[src/rtl/ea_calc.sv]
// KV10 effective-address calculator: resolves E from an instruction word,
// applying AC indexing and following indirect words until a direct address is found.
module ea_calc #(
   parameter int INT_BREAK = 1
) (
   input  logic         clk,
   input  logic         reset,
   input  logic         start,
   input  logic [0:35]  inst,
   output logic         busy,
   output logic         done,
   output logic [18:35] e,
   output logic [0:8]   op,
   output logic [0:3]   ac,
   output logic [0:3]   ac_raddr,
   input  logic [0:35]  ac_rdata,
   output logic         mem_read,
   output logic [18:35] mem_addr,
   input  logic         mem_ack,
   input  logic [0:35]  mem_rdata,
   input  logic         mem_fault,
   input  logic         intr_pending,
   output logic         aborted,
   output logic         fault
);

   typedef enum logic [2:0] {IDLE, EVAL, INDEX, IND_REQ, FINISH} state_t;

   state_t        state;
   logic          ind;
   logic [0:3]    idx;
   logic [18:35]  y;
   logic [18:35]  eff;
   logic          at_check;
   logic          unused_bits;

   // Only the right half of an AC takes part in address arithmetic; the
   // instruction part of an indirect word is irrelevant to the chain.
   assign unused_bits = ^{ac_rdata[0:17], mem_rdata[0:12]};

   // The candidate address for this level, and whether this cycle decides
   // between finishing, breaking the chain, or fetching the next indirect word.
   always_comb begin
      eff      = y;
      at_check = 1'b0;
      if (state == INDEX) begin
         eff      = y + ac_rdata[18:35];
         at_check = 1'b1;
      end else if (state == EVAL && idx == 4'd0) begin
         at_check = 1'b1;
      end
   end

   // ac_raddr is loaded together with X so the register file already has the
   // index address during EVAL and returns the AC in time for INDEX.
   always_ff @(posedge clk or posedge reset) begin
      if (reset) begin
         state    <= IDLE;
         busy     <= 1'b0;
         done     <= 1'b0;
         aborted  <= 1'b0;
         fault    <= 1'b0;
         mem_read <= 1'b0;
         e        <= '0;
         op       <= '0;
         ac       <= '0;
         ac_raddr <= '0;
         mem_addr <= '0;
         ind      <= 1'b0;
         idx      <= '0;
         y        <= '0;
      end else begin
         done    <= 1'b0;
         aborted <= 1'b0;
         fault   <= 1'b0;
         case (state)
            IDLE: begin
               if (start) begin
                  op       <= inst[0:8];
                  ac       <= inst[9:12];
                  ind      <= inst[13];
                  idx      <= inst[14:17];
                  ac_raddr <= inst[14:17];
                  y        <= inst[18:35];
                  busy     <= 1'b1;
                  state    <= EVAL;
               end
            end
            EVAL: begin
               if (idx != 4'd0) state <= INDEX;
            end
            IND_REQ: begin
               if (mem_ack) begin
                  mem_read <= 1'b0;
                  if (mem_fault) begin
                     fault <= 1'b1;
                     busy  <= 1'b0;
                     state <= IDLE;
                  end else begin
                     ind      <= mem_rdata[13];
                     idx      <= mem_rdata[14:17];
                     ac_raddr <= mem_rdata[14:17];
                     y        <= mem_rdata[18:35];
                     state    <= EVAL;
                  end
               end
            end
            FINISH: begin
               busy  <= 1'b0;
               state <= IDLE;
            end
            default: state <= IDLE;
         endcase

         // A pending interrupt is honoured only before a new indirect read.
         if (at_check) begin
            if (!ind) begin
               e     <= eff;
               done  <= 1'b1;
               state <= FINISH;
            end else if ((INT_BREAK != 0) && intr_pending) begin
               aborted <= 1'b1;
               busy    <= 1'b0;
               state   <= IDLE;
            end else begin
               mem_addr <= eff;
               mem_read <= 1'b1;
               state    <= IND_REQ;
            end
         end
      end
   end

endmodule
[config.mk]
export PLATFORM = sky130hd
export DESIGN_NAME = ea_calc
export DESIGN_NICKNAME = d
export VERILOG_FILES = /design/src/rtl/ea_calc.sv
export SDC_FILE = /design/constraint.sdc
export NUM_CORES = 1
export LEC_CHECK = 0
export BUFFER_PORTS_ARGS = -buffer_cell sky130_fd_sc_hd__buf_2
export CAP_MARGIN = 15
export CORE_MARGIN = 2
export CORE_UTILIZATION = 45
export DETAILED_ROUTE_END_ITERATION = 8
export GPL_TIMING_DRIVEN = 0
export PLACE_DENSITY = 0.74
export SLEW_MARGIN = 25
export SYNTH_ARGS = -nofsm -noshare
export SYNTH_HDL_FRONTEND = slang
export SYNTH_SLANG_ARGS = --single-unit
export TNS_END_PERCENT = 1
[constraint.sdc]
create_clock -name clk -period 5.3 [get_ports clk]
set_input_delay 0.265 -clock clk [delete_from_list [all_inputs] [get_ports clk]]
set_output_delay 0.265 -clock clk [all_outputs]
set_load 0.005 [all_outputs]
* After elaboration in Yosys (flattened, before gate mapping)
Cells that the tools add are included.
** Operators by class
- Reduce and logical (&&, ||, !) cells :: 10
- Bitwise logic cells :: 2
- Muxes and demuxes :: 43
- Multiply operators :: 0
- Divide/modulo/power cells :: 0
- Equal/unequal tests :: 10
- Shift-type cells :: 0
- $add $sub $neg :: 1
- Order comparisons :: 0
** Operators by type and width (number)
- $mux 18 :: 4
- $pmux 18 s2 :: 1
- $mux 1 :: 25
- $add 18x18->18 :: 1
- $mux 3 :: 5
- $mux 4 :: 3
- $pmux 3 s3 :: 1
- $pmux 4 s2 :: 1
- $eq 3x2->1 const B :: 2
- $ne 2x2->1 const B :: 3
- $ne 3x3->1 const B :: 2
- $reduce_and 3->1 :: 2
- $logic_not 4->1 :: 1
- $reduce_and 2->1 :: 2
- $reduce_and 4->1 :: 1
- $reduce_bool 4->1 :: 1
- $eq 3x1->1 const B :: 1
- $eq 3x3->1 const B :: 1
- $logic_not 3->1 :: 1
- $ne 3x2->1 const B :: 1
- $pmux 1 s3 :: 1
- $mux 2 :: 1
- $not 1->1 :: 2
- $pmux 1 s2 :: 1
- 2 further kinds :: 2
** Word-level totals
- Memories kept :: 0
- Latch bits :: 0
- Bits of input ports :: 114
- ROM bits :: 0
- Bits in registers :: 80
- Bits in writable memories :: 0

* Logic depth before layout (Yosys ltp)
Gate-level depths: netlist of the first run.
- Word-level depth :: 6
- Depth in mapped cells :: 9

* Least setup slack after synthesis of the first run
Ideal clock, no wire load.
- Path type :: register -> register
- From :: reg y[35] in the netlist's numbering
- To :: reg e[19] in the netlist's numbering
- Setup slack :: 3.012 ns
- Period minus slack after synthesis :: 2.288 ns
- Data required time :: 5.175 ns
- Path buffers :: 0
- Cell stages (with the launch flop) :: 10
- Data arrival time :: 2.164 ns
- Cell sequence :: dfrtp_1 > ha_1 > fa_1 > a21o_1 > a41o_1 > o21ai_0 > nand2_1 > nand3_1 > o211ai_1 > mux2_2
** On the way
- Longest elaborated chain between the ends :: 2
** Ends and longest elaborated chain
- from (decl) :: RTL line 32 : logic [18:35] y;
- from (signal assigned) :: RTL line 84 : y <= inst[18:35];
- from (signal assigned) :: RTL line 103 : y <= mem_rdata[18:35];
- $add 18x18->18 :: RTL line 47 : eff = y + ac_rdata[18:35];
- $mux 18 :: RTL line 46 : if (state == INDEX) begin
- to (signal assigned) :: RTL line 64 : e <= '0;
- to (signal assigned) :: RTL line 118 : e <= eff;
- to (decl) :: RTL line 12 : output logic [18:35] e,
No other way between the ends.
A chain may end at the register's enable or synchronous reset.

* Worst setup path in the final report of the first run
- From :: reg y[32] in the netlist's numbering
- To :: reg mem_addr[26] in the netlist's numbering
** On the way
- Longest elaborated chain between the ends :: 2
** Ends and longest elaborated chain
- $add 18x18->18 :: RTL line 47
- $mux 18 :: RTL line 46
- to (signal assigned) :: RTL line 68 : mem_addr <= '0;
- to (signal assigned) :: RTL line 126 : mem_addr <= eff;
- to (decl) :: RTL line 18 : output logic [18:35] mem_addr,
No other way between the ends.

==> results.tsv, run 1 <==
stage	metric	value	unit
logic_synthesis	Mean Syn Cell Area	9.85	um2
worst_setup_path	RR Endpoint	mem_addr[26]	
global_routing	total grt overflow	0	
place	post-DP HPWL	8.81	mm
worst_hold_path	Hold Crit Endpoint	ac[3]	
global_routing	Global Route Usage Sum	22.3	%
layout	share of layout cells above drive strength 1	32.4	%
outcome	status	finished clean	
logic_synthesis	Yosys reg bits	80	
pwr	Static Leak	2.62	nW
timing	final setup fails	0	
logic_synthesis	net count after synthesis	569	
place	Setup WS pre-CTS	2.71	ns
logic_synthesis	Syn Inst Count	437	
global_routing	first-pass GRT wire length	18.0	mm
timing	skew final	0.0198	ns
die	die area	10400	um2
worst_setup_path	Crit Path Class	flip-flop to flip-flop	
die	core area	9240	um2
logic_synthesis	top cell type's share of synthesized area	46.5	%
timing	worst hold slack	0.125	ns
global_routing	initial antenna violation count	0	
die	chip width	102	um
worst_setup_path	crit start category	flip-flop	
worst_setup_path	arrival time at the worst endpoint	2.86	ns
clocking	Max Buffers Root-to-Sink	2	
worst_hold_path	hold path depth	2	
place	Buffers on Ports	140	
clocking	Sink Count	80	
detailed_routing	DR vias/cell	5.22	
detailed_routing	routed vias	3776	
detailed_routing	DRT Wirelength	11.1	mm
detailed_routing	Routed Antenna Nets	0	
timing	Tmin final	2.64	ns
logic_synthesis	EDFF count, synth	0	
clocking	Root Driver	clkbuf_8	
pwr	Worst IR Drop VDD	0.000223	V
layout	# diodes	0	
die	Initial Util	46.6	%
clocking	CTS tree	built	
worst_setup_path	WP data required	5.52	ns
clocking	clock transition at the registers of the reported paths	0.10	ns
logic_synthesis	YS warnings	0	
place	routability cong.	0.892	
die	Die Ht	102	um
timing	Fin. Hold Viols	0	
layout	Layout fillers	871	
clocking	H-tree levels	3	
layout	Syn-to-layout area delta	26.3	%
timing	worst setup margin	2.66	ns
clocking	worst skew pair latency	0.37	ns
detailed_routing	Iter 0 DRT Violations	108	
die	FP Rows	35	
timing	fin crit share	49.8	%
clocking	setup repair bufs after CTS	0	
logic_synthesis	synth top area cells	dfrtp_1, mux2i_1, ha_1	
pwr	Power Density	589	nW/um2
clocking	CTS Buf Count	9	
timing	fin. max-slew vios	0	
flow_run	max_cap viols	0	
timing	Slew @ Worst Pin	0.583	ns
detailed_routing	wire per inst	15.3	um
worst_hold_path	worst min path class	primary input to flip-flop	
layout	Final nets	722	
worst_setup_path	Worst Reg-to-Reg Cells	8	
worst_setup_path	Crit. End Element	flip-flop	
worst_setup_path	Reg2Reg Setup Slack	2.66	ns
logic_synthesis	post-synth top area cell	dfrtp_1	
logic_synthesis	Seq/Total Area, Yosys	46.5	%
worst_hold_path	hold path start	inst[12]	
detailed_routing	Post-route DRC	0	
timing	relative max-transition margin	60.6	%
die	I/O Pins	172	
global_routing	largest net degree at the start of global routing	48	
timing	RSZ-0062 raised after global routing	no	
global_routing	vias in the first global route	3749	
timing	max frequency	379	MHz
logic_synthesis	most common flop cell mapped by yosys	dfrtp_1	
logic_synthesis	Distinct cells, synth	52	
worst_setup_path	crit-path max FO	4	
detailed_routing	drt pass-1 iters	4	
logic_synthesis	FFs w/ async S/R, synth	100	%
logic_synthesis	synthesized area	4310	um2
timing	TNS Setup	0	ns
worst_setup_path	RR Startpoint	y[32]	
-- per-stage QoR --
stage	total power [mW]	cell area (um2)	std cells	util, %
4_1_cts	3.22	5440	724	58.8
2_1_floorplan	2.14	4310	437	-
3_3_place_gp	2.63	5170	706	55.9
3_5_place_dp	2.69	5200	707	56.2
6_report	3.20	5440	724	58.8
5_1_grt	3.47	5440	724	58.8
-- state kept, by name, indices dropped and copies added (netlist names), 3 cells and up --
name      cells
mem_addr     18
idx           4
op            9
e            18
state         3
ac            4
y            18
-- where the power goes --
| part | switching, mW | total, mW | internal [mW] | leakage [nW] |
|---|---|---|---|---|
| clock | 0.250 | 0.526 | 0.275 | 0.117 |
| combinational | 0.855 | 1.57 | 0.711 | 1.56 |
| sequential | 0.207 | 1.11 | 0.903 | 0.943 |
| total | 1.31 | 3.20 | 1.89 | 2.62 |
-- cell usage after synthesis, types with 2 or more instances --
library cell,instances
a21o_1,7
a21oi_1,37
a221oi_1,2
a31oi_1,9
and2_1,5
and3_1,9
buf_2,10
buf_6,2
clkbuf_1,9
dfrtp_1,80
ha_1,17
inv_1,7
mux2_2,15
mux2i_1,31
nand2_1,50
nand2b_1,4
nand3_1,8
nand4b_1,2
nor2_1,48
nor2b_1,3
nor3_1,5
o211ai_1,4
o21a_1,3
o21ai_0,26
o21ai_1,5
o221ai_1,2
xnor2_1,4
xor2_1,9
-- how the worst max path moves through the flow --
stage | start | depth (start not counted) | to
2_1_floorplan | reset | 1 | aborted
3_3_place_gp | reset | 2 | y[21]
3_5_place_dp | y[35] | 9 | e[23]
4_1_cts | y[35] | 9 | e[23]
5_1_grt | y[31] | 8 | mem_addr[26]
6_report | y[32] | 8 | mem_addr[26]
-- cells in the final DEF (no fill, tap or decap), types with 6 or more instances in the layout --
cell and instances:
nand2_1 50, a31oi_1 9, ha_1 17, nor2_1 48, o21ai_0 26, clkbuf_1 9
xor2_1 9, buf_2 150, inv_1 6, and3_1 9, clkbuf_8 9, a21o_1 7
a21oi_1 37, nand3_1 8, mux2_2 15, mux2i_1 31, dfrtp_1 80
-- kinds of logic after synthesis --
group / after synthesis / share of synthesized area, %
buf+inv: 29 / 3.17
mux: 46 / 11.1
compound gates: 107 / 15.3
xor+xnor: 13 / 2.64
simple gates: 144 / 15.8
fa+ha+maj: 18 / 5.41
flops: 80 / 46.5
-- worst max-delay path, stage by stage (launching register included) --
cell	delay (ns)
dfrtp_1	0.42
ha_1	0.35
and2_1	0.21
a221o_1	0.36
o211ai_2	0.20
nand2_1	0.14
a311o_1	0.38
a31oi_1	0.31
o21ai_0	0.13
-- per-layer routing --
metal | part of all wire [%] | global-route usage [%] | vias up
li1 | - | - | 1863
met1 | 46 | 29.8 | 1776
met2 | 47 | 36.4 | 118
met3 | 4.8 | 4.24 | 19
met4 | 2.2 | 8.21 | 0
met5 | 0 | 0 | -
-- layout make-up --
cell class	count	area (um2)	share of cell area [%]
multi-input combinational	328	2170	39.9
clock inverter	7	106	1.96
timing repair buffer	142	738	13.6
inverter	7	28.8	0.529
tap	129	161	2.97
clock buffer	9	124	2.28
buffer	22	110	2.02
sequential	80	2000	36.8
-- timing repair --
action	CTS	global route
endpoints found under the setup margin	0	0
hold buffers	1	0
hold endpoints to repair	33	0
gates resized for setup	0	0
Note: power is estimated with default switching activity, not from simulation.
==> inputs of run 2 (changes only) <==
CORE_UTILIZATION = 44   (was 45)
PLACE_DENSITY = 0.76   (was 0.74)
clock period = 2.4 ns   (was 5.3 ns; I/O delays follow)
==> results.tsv, run 2 (same netlist as run 1, synthesis figures left out) <==
stage	metric	value	unit	change
outcome	status	finished clean		
clocking	Sink Count	80		unchanged
timing	RSZ-0062 raised after global routing	yes		
detailed_routing	drt pass-1 iters	4		unchanged
pwr	Power Density	1280	nW/um2	+120%
worst_setup_path	crit-path max FO	4		unchanged
clocking	Max Buffers Root-to-Sink	2		unchanged
detailed_routing	Routed Antenna Nets	0		unchanged
flow_run	max_cap viols	0		unchanged
clocking	CTS Buf Count	9		unchanged
clocking	Root Driver	clkbuf_8		
layout	biggest regs	e x18, mem_addr x18, y x18		
global_routing	vias in the first global route	3828		+2.1%
pwr	Static Leak	2.70	nW	+3.1%
layout	Layout fillers	868		-0.34%
detailed_routing	DR vias/cell	5.28		+1.2%
timing	fin. max-slew vios	0		unchanged
die	I/O Pins	172		unchanged
worst_hold_path	worst min path class	primary input to flip-flop		
clocking	clock transition at the registers of the reported paths	0.08	ns	-0.02 ns
timing	final setup fails	0		unchanged
clocking	H-tree levels	3		unchanged
global_routing	first-pass GRT wire length	18.8	mm	+4.8%
detailed_routing	Iter 0 DRT Violations	183		+69%
place	Area after DPL	5190	um2	about the same
worst_setup_path	Crit Path Class	flip-flop to flip-flop		
layout	commonest non-fill, non-tap cell in the layout	buf_2		
die	Die Ht	103	um	+1.1%
place	Buffers on Ports	140		unchanged
worst_setup_path	crit start category	flip-flop		
worst_setup_path	Crit. End Element	flip-flop		
place	post-DP HPWL	9.09	mm	+3.2%
layout	Final Core Density	59.8	%	+0.98 points
die	core area	9640	um2	+4.3%
place	routability cong.	0.882		-1.1%
pwr	Worst IR Drop VDD	0.000564	V	+150%
global_routing	Global Route Usage Sum	23.4	%	+1.1 points
clocking	worst skew pair latency	0.37	ns	about the same
global_routing	largest net degree at the start of global routing	47		-2.1%
layout	share of layout cells above drive strength 1	36.3	%	+3.8 points
layout	Final nets	745		+3.2%
die	die area	10600	um2	+2.2%
detailed_routing	DRT Wirelength	12.2	mm	+10%
pwr	total chip power	7.40	mW	+130%
detailed_routing	Post-route DRC	0		unchanged
timing	Fin. Hold Viols	0		unchanged
worst_setup_path	arrival time at the worst endpoint	2.61	ns	-0.25 ns
die	FP Rows	36		+2.9%
timing	Tmin final	2.38	ns	-0.255 ns
detailed_routing	routed vias	3949		+4.6%
layout	Syn-to-layout area delta	33.9	%	
clocking	CTS tree	built		
timing	skew final	0.0155	ns	-0.00436 ns
detailed_routing	wire per inst	16.3	um	+6.5%
global_routing	total grt overflow	0		unchanged
layout	commonest cells after routing, fill and taps aside	buf_2, dfrtp_1, nand2_1, nor2_1, a21oi_1		
timing	max frequency	419	MHz	+11%
worst_setup_path	WP data required	2.63	ns	-2.89 ns
die	Initial Util	44.7	%	-1.9 points
timing	relative max-transition margin	61.4	%	+0.86 points
layout	# diodes	0		unchanged
layout	Finished Cell Area	5770	um2	+6.1%
timing	Slew @ Worst Pin	0.579	ns	-0.00471 ns
global_routing	initial antenna violation count	0		unchanged
die	chip width	103	um	+1.1%
timing	fin crit share	99.4	%	+50 points
## run 2: cell types whose count changed in the layout (fill, tap and decap cells not counted), sizes merged
cell / before / now
clkbuf: 18 / 21
buf: 154 / 164
inv: 12 / 7
dlygate4sd3: 1 / 14
bufinv: 2 / 1
## run 2: through the flow
stage	setup TNS (ns)	setup slack [ns]	cells	hold WS (ns)
global route	-0.386	-0.0882	748	0.0353
detailed placement	-2.08	-0.306	711	0.229
global placement	-52.43	-0.641	710	0.354
CTS	-0.0730	-0.0308	739	0.0378
floorplan	0	0.112	437	0.272
finish	0	0.0156	748	0.0383
## run 2: timing repair
action                                  CTS  global route
pin swaps                                 4            17
gates resized for setup                  13            25
hold buffers                             14             0
setup buffers                             1             9
hold endpoints to repair                 58             0
endpoints found under the setup margin   17            22
## run 2: where the power goes
part	total (mW)	internal, mW	switching (mW)
registers	2.51	2.00	0.511
logic	3.93	1.85	2.08
clock network	0.967	0.493	0.474
total	7.40	4.34	3.06
## run 2: per-layer routing
metal	vias up	track usage (%)	wire length, um
met5	-	0	0
met4	0	8.50	252
met3	23	4.47	616
met2	129	38.5	5890
met1	1885	31.0	5410
li1	1912	-	-
## run 2: layout make-up
| cell class | instances | area, um2 | share of cell area (%) |
|---|---|---|---|
| Clock inverter | 1 | 30.0 | 0.521 |
| Inverter | 7 | 28.8 | 0.499 |
| Multi-Input combinational cell | 328 | 2350 | 40.7 |
| Clock buffer | 12 | 145 | 2.52 |
| Timing Repair Buffer | 165 | 936 | 16.2 |
| Sequential cell | 80 | 2000 | 34.7 |
| Buffer | 22 | 110 | 1.91 |
| Tap cell | 133 | 166 | 2.89 |
## run 2: final timing paths
kind / cells past startpoint / startpoint / end / slack (ns)
worst max-delay path: 8 / y[32] / e[26] / 0.02
worst min-delay path: 2 / mem_fault / fault / 0.04
worst max register to register: 8 / y[32] / e[26] / 0.02
worst min register to register: 1 / mem_read / mem_read / 0.48
max in group asynchronous: 4 / reset / state[0] / 1.43
min in group asynchronous: 3 / reset / mem_addr[26] / 0.37
## run 2: critical path, cell delays in order (launching register included)
cell,delay (ns)
dfrtp_1,0.44
ha_4,0.24
and2_4,0.16
a221o_1,0.33
o211ai_2,0.25
nand2_2,0.11
a311o_1,0.42
a31oi_4,0.23
o21ai_1,0.08
==> inputs of run 3 (changes only) <==
CORE_MARGIN = 1.5   (was 2)
==> results.tsv, run 3 (same netlist as run 1, synthesis figures left out) <==
stage	metric	value	unit	change
outcome	status	finished clean		
timing	final setup fails	0		unchanged
global_routing	largest net degree at the start of global routing	53		+13%
detailed_routing	Post-route DRC	0		unchanged
worst_setup_path	Buf/Inv on CP	1		+1
die	chip width	102	um	-0.97%
detailed_routing	DR WL met2	5.67	mm	-3.7%
place	post-DP HPWL	8.68	mm	-4.5%
worst_hold_path	worst min path class	primary input to flip-flop		
detailed_routing	DR top layer	met4		
timing	skew final	0.0102	ns	-0.00525 ns
global_routing	first-pass GRT wire length	18.1	mm	-3.8%
detailed_routing	Iter 0 DRT Violations	133		-27%
timing	Slew @ Worst Pin	0.535	ns	-0.0437 ns
timing	relative max-transition margin	64.3	%	+2.9 points
detailed_routing	Routed Antenna Nets	0		unchanged
worst_setup_path	CP delay by family, top	compound AO/OA/AOI/OAI gates		
layout	Finished Cell Area	5660	um2	-1.8%
detailed_routing	Met3 Routed Length	705	um	+14%
clocking	Root Driver	clkbuf_8		
detailed_routing	DRT Wirelength	11.6	mm	-4.7%
global_routing	total grt overflow	0		unchanged
die	core area	9370	um2	-2.8%
layout	multi-input logic area	2240	um2	-4.5%
worst_setup_path	crit-path cells	ha_1, fa_2, a21o_1, a41o_1, o21ai_2, nand2_2, buf_4, o211ai_1, mux2_2		
timing	Tmin final	2.33	ns	-0.0559 ns
die	die area	10400	um2	-1.9%
layout	# diodes	0		unchanged
worst_setup_path	arrival time at the worst endpoint	2.63	ns	+0.02 ns
place	Buffers on Ports	140		unchanged
clocking	CTS Buf Count	9		unchanged
timing	TNS Setup	0	ns	unchanged
timing	fin crit share	97.0	%	-2.3 points
global_routing	Global Route Usage Sum	22.8	%	-0.67 points
detailed_routing	metal1 wirelength	4.95	mm	-8.5%
timing	Fin. Hold Viols	0		unchanged
place	Area after DPL	5200	um2	about the same
die	FP Rows	35		-2.8%
layout	Post-Layout Cell Count	743		-0.67%
layout	Final nets	741		-0.54%
die	I/O Pins	172		unchanged
clocking	worst skew pair latency	0.36	ns	about the same
layout	Layout fillers	827		-4.7%
layout	share of layout cells above drive strength 1	34.7	%	-1.6 points
global_routing	initial antenna violation count	0		unchanged
worst_setup_path	CP max stage delay	0.39	ns	-0.05 ns
pwr	Power Density	1270	nW/um2	-0.83%
detailed_routing	wire per inst	15.6	um	-4.0%
worst_setup_path	WP data required	2.70	ns	+0.07 ns
worst_setup_path	crit start category	flip-flop		
layout	register area	2000	um2	unchanged
clocking	Max Buffers Root-to-Sink	2		unchanged
clocking	Sink Count	80		unchanged
place	post-placement cell count	707		-0.56%
layout	commonest non-fill, non-tap cell in the layout	buf_2		
global_routing	vias in the first global route	3844		+0.42%
timing	RSZ-0062 raised after global routing	yes		
detailed_routing	DR vias/cell	5.29		+0.19%
die	Initial Util	45.9	%	+1.3 points
clocking	CTS tree	built		
die	Die Ht	102	um	-0.97%
pwr	Worst IR Drop VDD	0.000620	V	+9.8%
worst_setup_path	Reg2Reg Setup Slack	0.07	ns	+0.06 ns
worst_setup_path	Max stage delay cell, worst path	dfrtp_1		
detailed_routing	drt pass-1 iters	5		+1
worst_setup_path	crit-path max FO	3		-1
pwr	total chip power	7.20	mW	-2.7%
detailed_routing	routed vias	3930		-0.48%
worst_hold_path	hold path depth	2		unchanged
clocking	H-tree levels	3		unchanged
pwr	Static Leak	2.68	nW	-0.75%
timing	max frequency	429	MHz	+2.4%
worst_setup_path	Levels on crit path	9		+1
layout	commonest cells after routing, fill and taps aside	buf_2, dfrtp_1, nand2_1, nor2_1, a21oi_1		
flow_run	max_cap viols	0		unchanged
worst_setup_path	Worst Reg-to-Reg Cells	9		+1
layout	biggest regs	e x18, mem_addr x18, y x18		
layout	Syn-to-layout area delta	31.5	%	
worst_setup_path	Crit. End Element	flip-flop		
place	routability cong.	0.941		+6.7%
timing	fin. max-slew vios	0		unchanged
worst_setup_path	Crit Path Class	flip-flop to flip-flop		
clocking	clock transition at the registers of the reported paths	0.09	ns	about the same
run 3: cell types whose count changed in the layout (fill, tap and decap cells not counted), sizes merged:
cell / delta
buf: -4
clkbuf: -3
clkinvlp: +3
inv: +3
run 3: final cells by class:
| class | instances | area share [%] |
|---|---|---|
| clock inverter | 7 | 1.39 |
| timing repair buffer | 161 | 16.1 |
| inverter | 7 | 0.508 |
| sequential | 80 | 35.4 |
| buffer | 22 | 1.95 |
| clock buffer | 9 | 2.19 |
| tap | 129 | 2.85 |
| multi-input combinational | 328 | 39.6 |
run 3: power by group:
group	total [mW]	leakage, nW	switching [mW]	internal [mW]
sequential	2.48	0.943	0.482	2.00
combinational	3.70	1.65	1.98	1.72
clock	1.03	0.0929	0.539	0.491
total	7.20	2.68	3.00	4.20
run 3: per-layer routing:
layer  vias up  global-route usage [%]
met5         -                       0
met2       151                    39.8
li1       1902                       -
met4         0                    8.96
met1      1855                    27.6
met3        22                    4.72
run 3: final timing paths:
path | end | startpoint
max in group asynchronous | op[5] | reset
worst min register to register | mem_addr[27] | mem_addr[27]
worst min-delay path | fault | mem_fault
worst max register to register | e[19] | y[35]
min in group asynchronous | e[32] | reset
worst max-delay path | e[19] | y[35]
run 3: per-stage QoR:
| stage | setup WS [ns] | hold slack (ns) | util (%) |
|---|---|---|---|
| 6_report | 0.0714 | 0.0395 | 60.4 |
| 5_1_grt | -0.0276 | 0.0408 | 60.4 |
| 4_1_cts | -0.0256 | 0.0236 | 59.8 |
| 3_5_place_dp | -0.226 | 0.133 | 55.5 |
| 3_3_place_gp | -0.646 | 0.353 | 55.1 |
| 2_1_floorplan | 0.112 | 0.272 | - |
run 3: timing repair:
item                                    CTS  global route
hold buffers                             14             0
endpoints found under the setup margin   11            18
resized for setup                         8            14
hold endpoints to repair                 41             0
pin swaps                                 2            12
setup buffers                             2             4
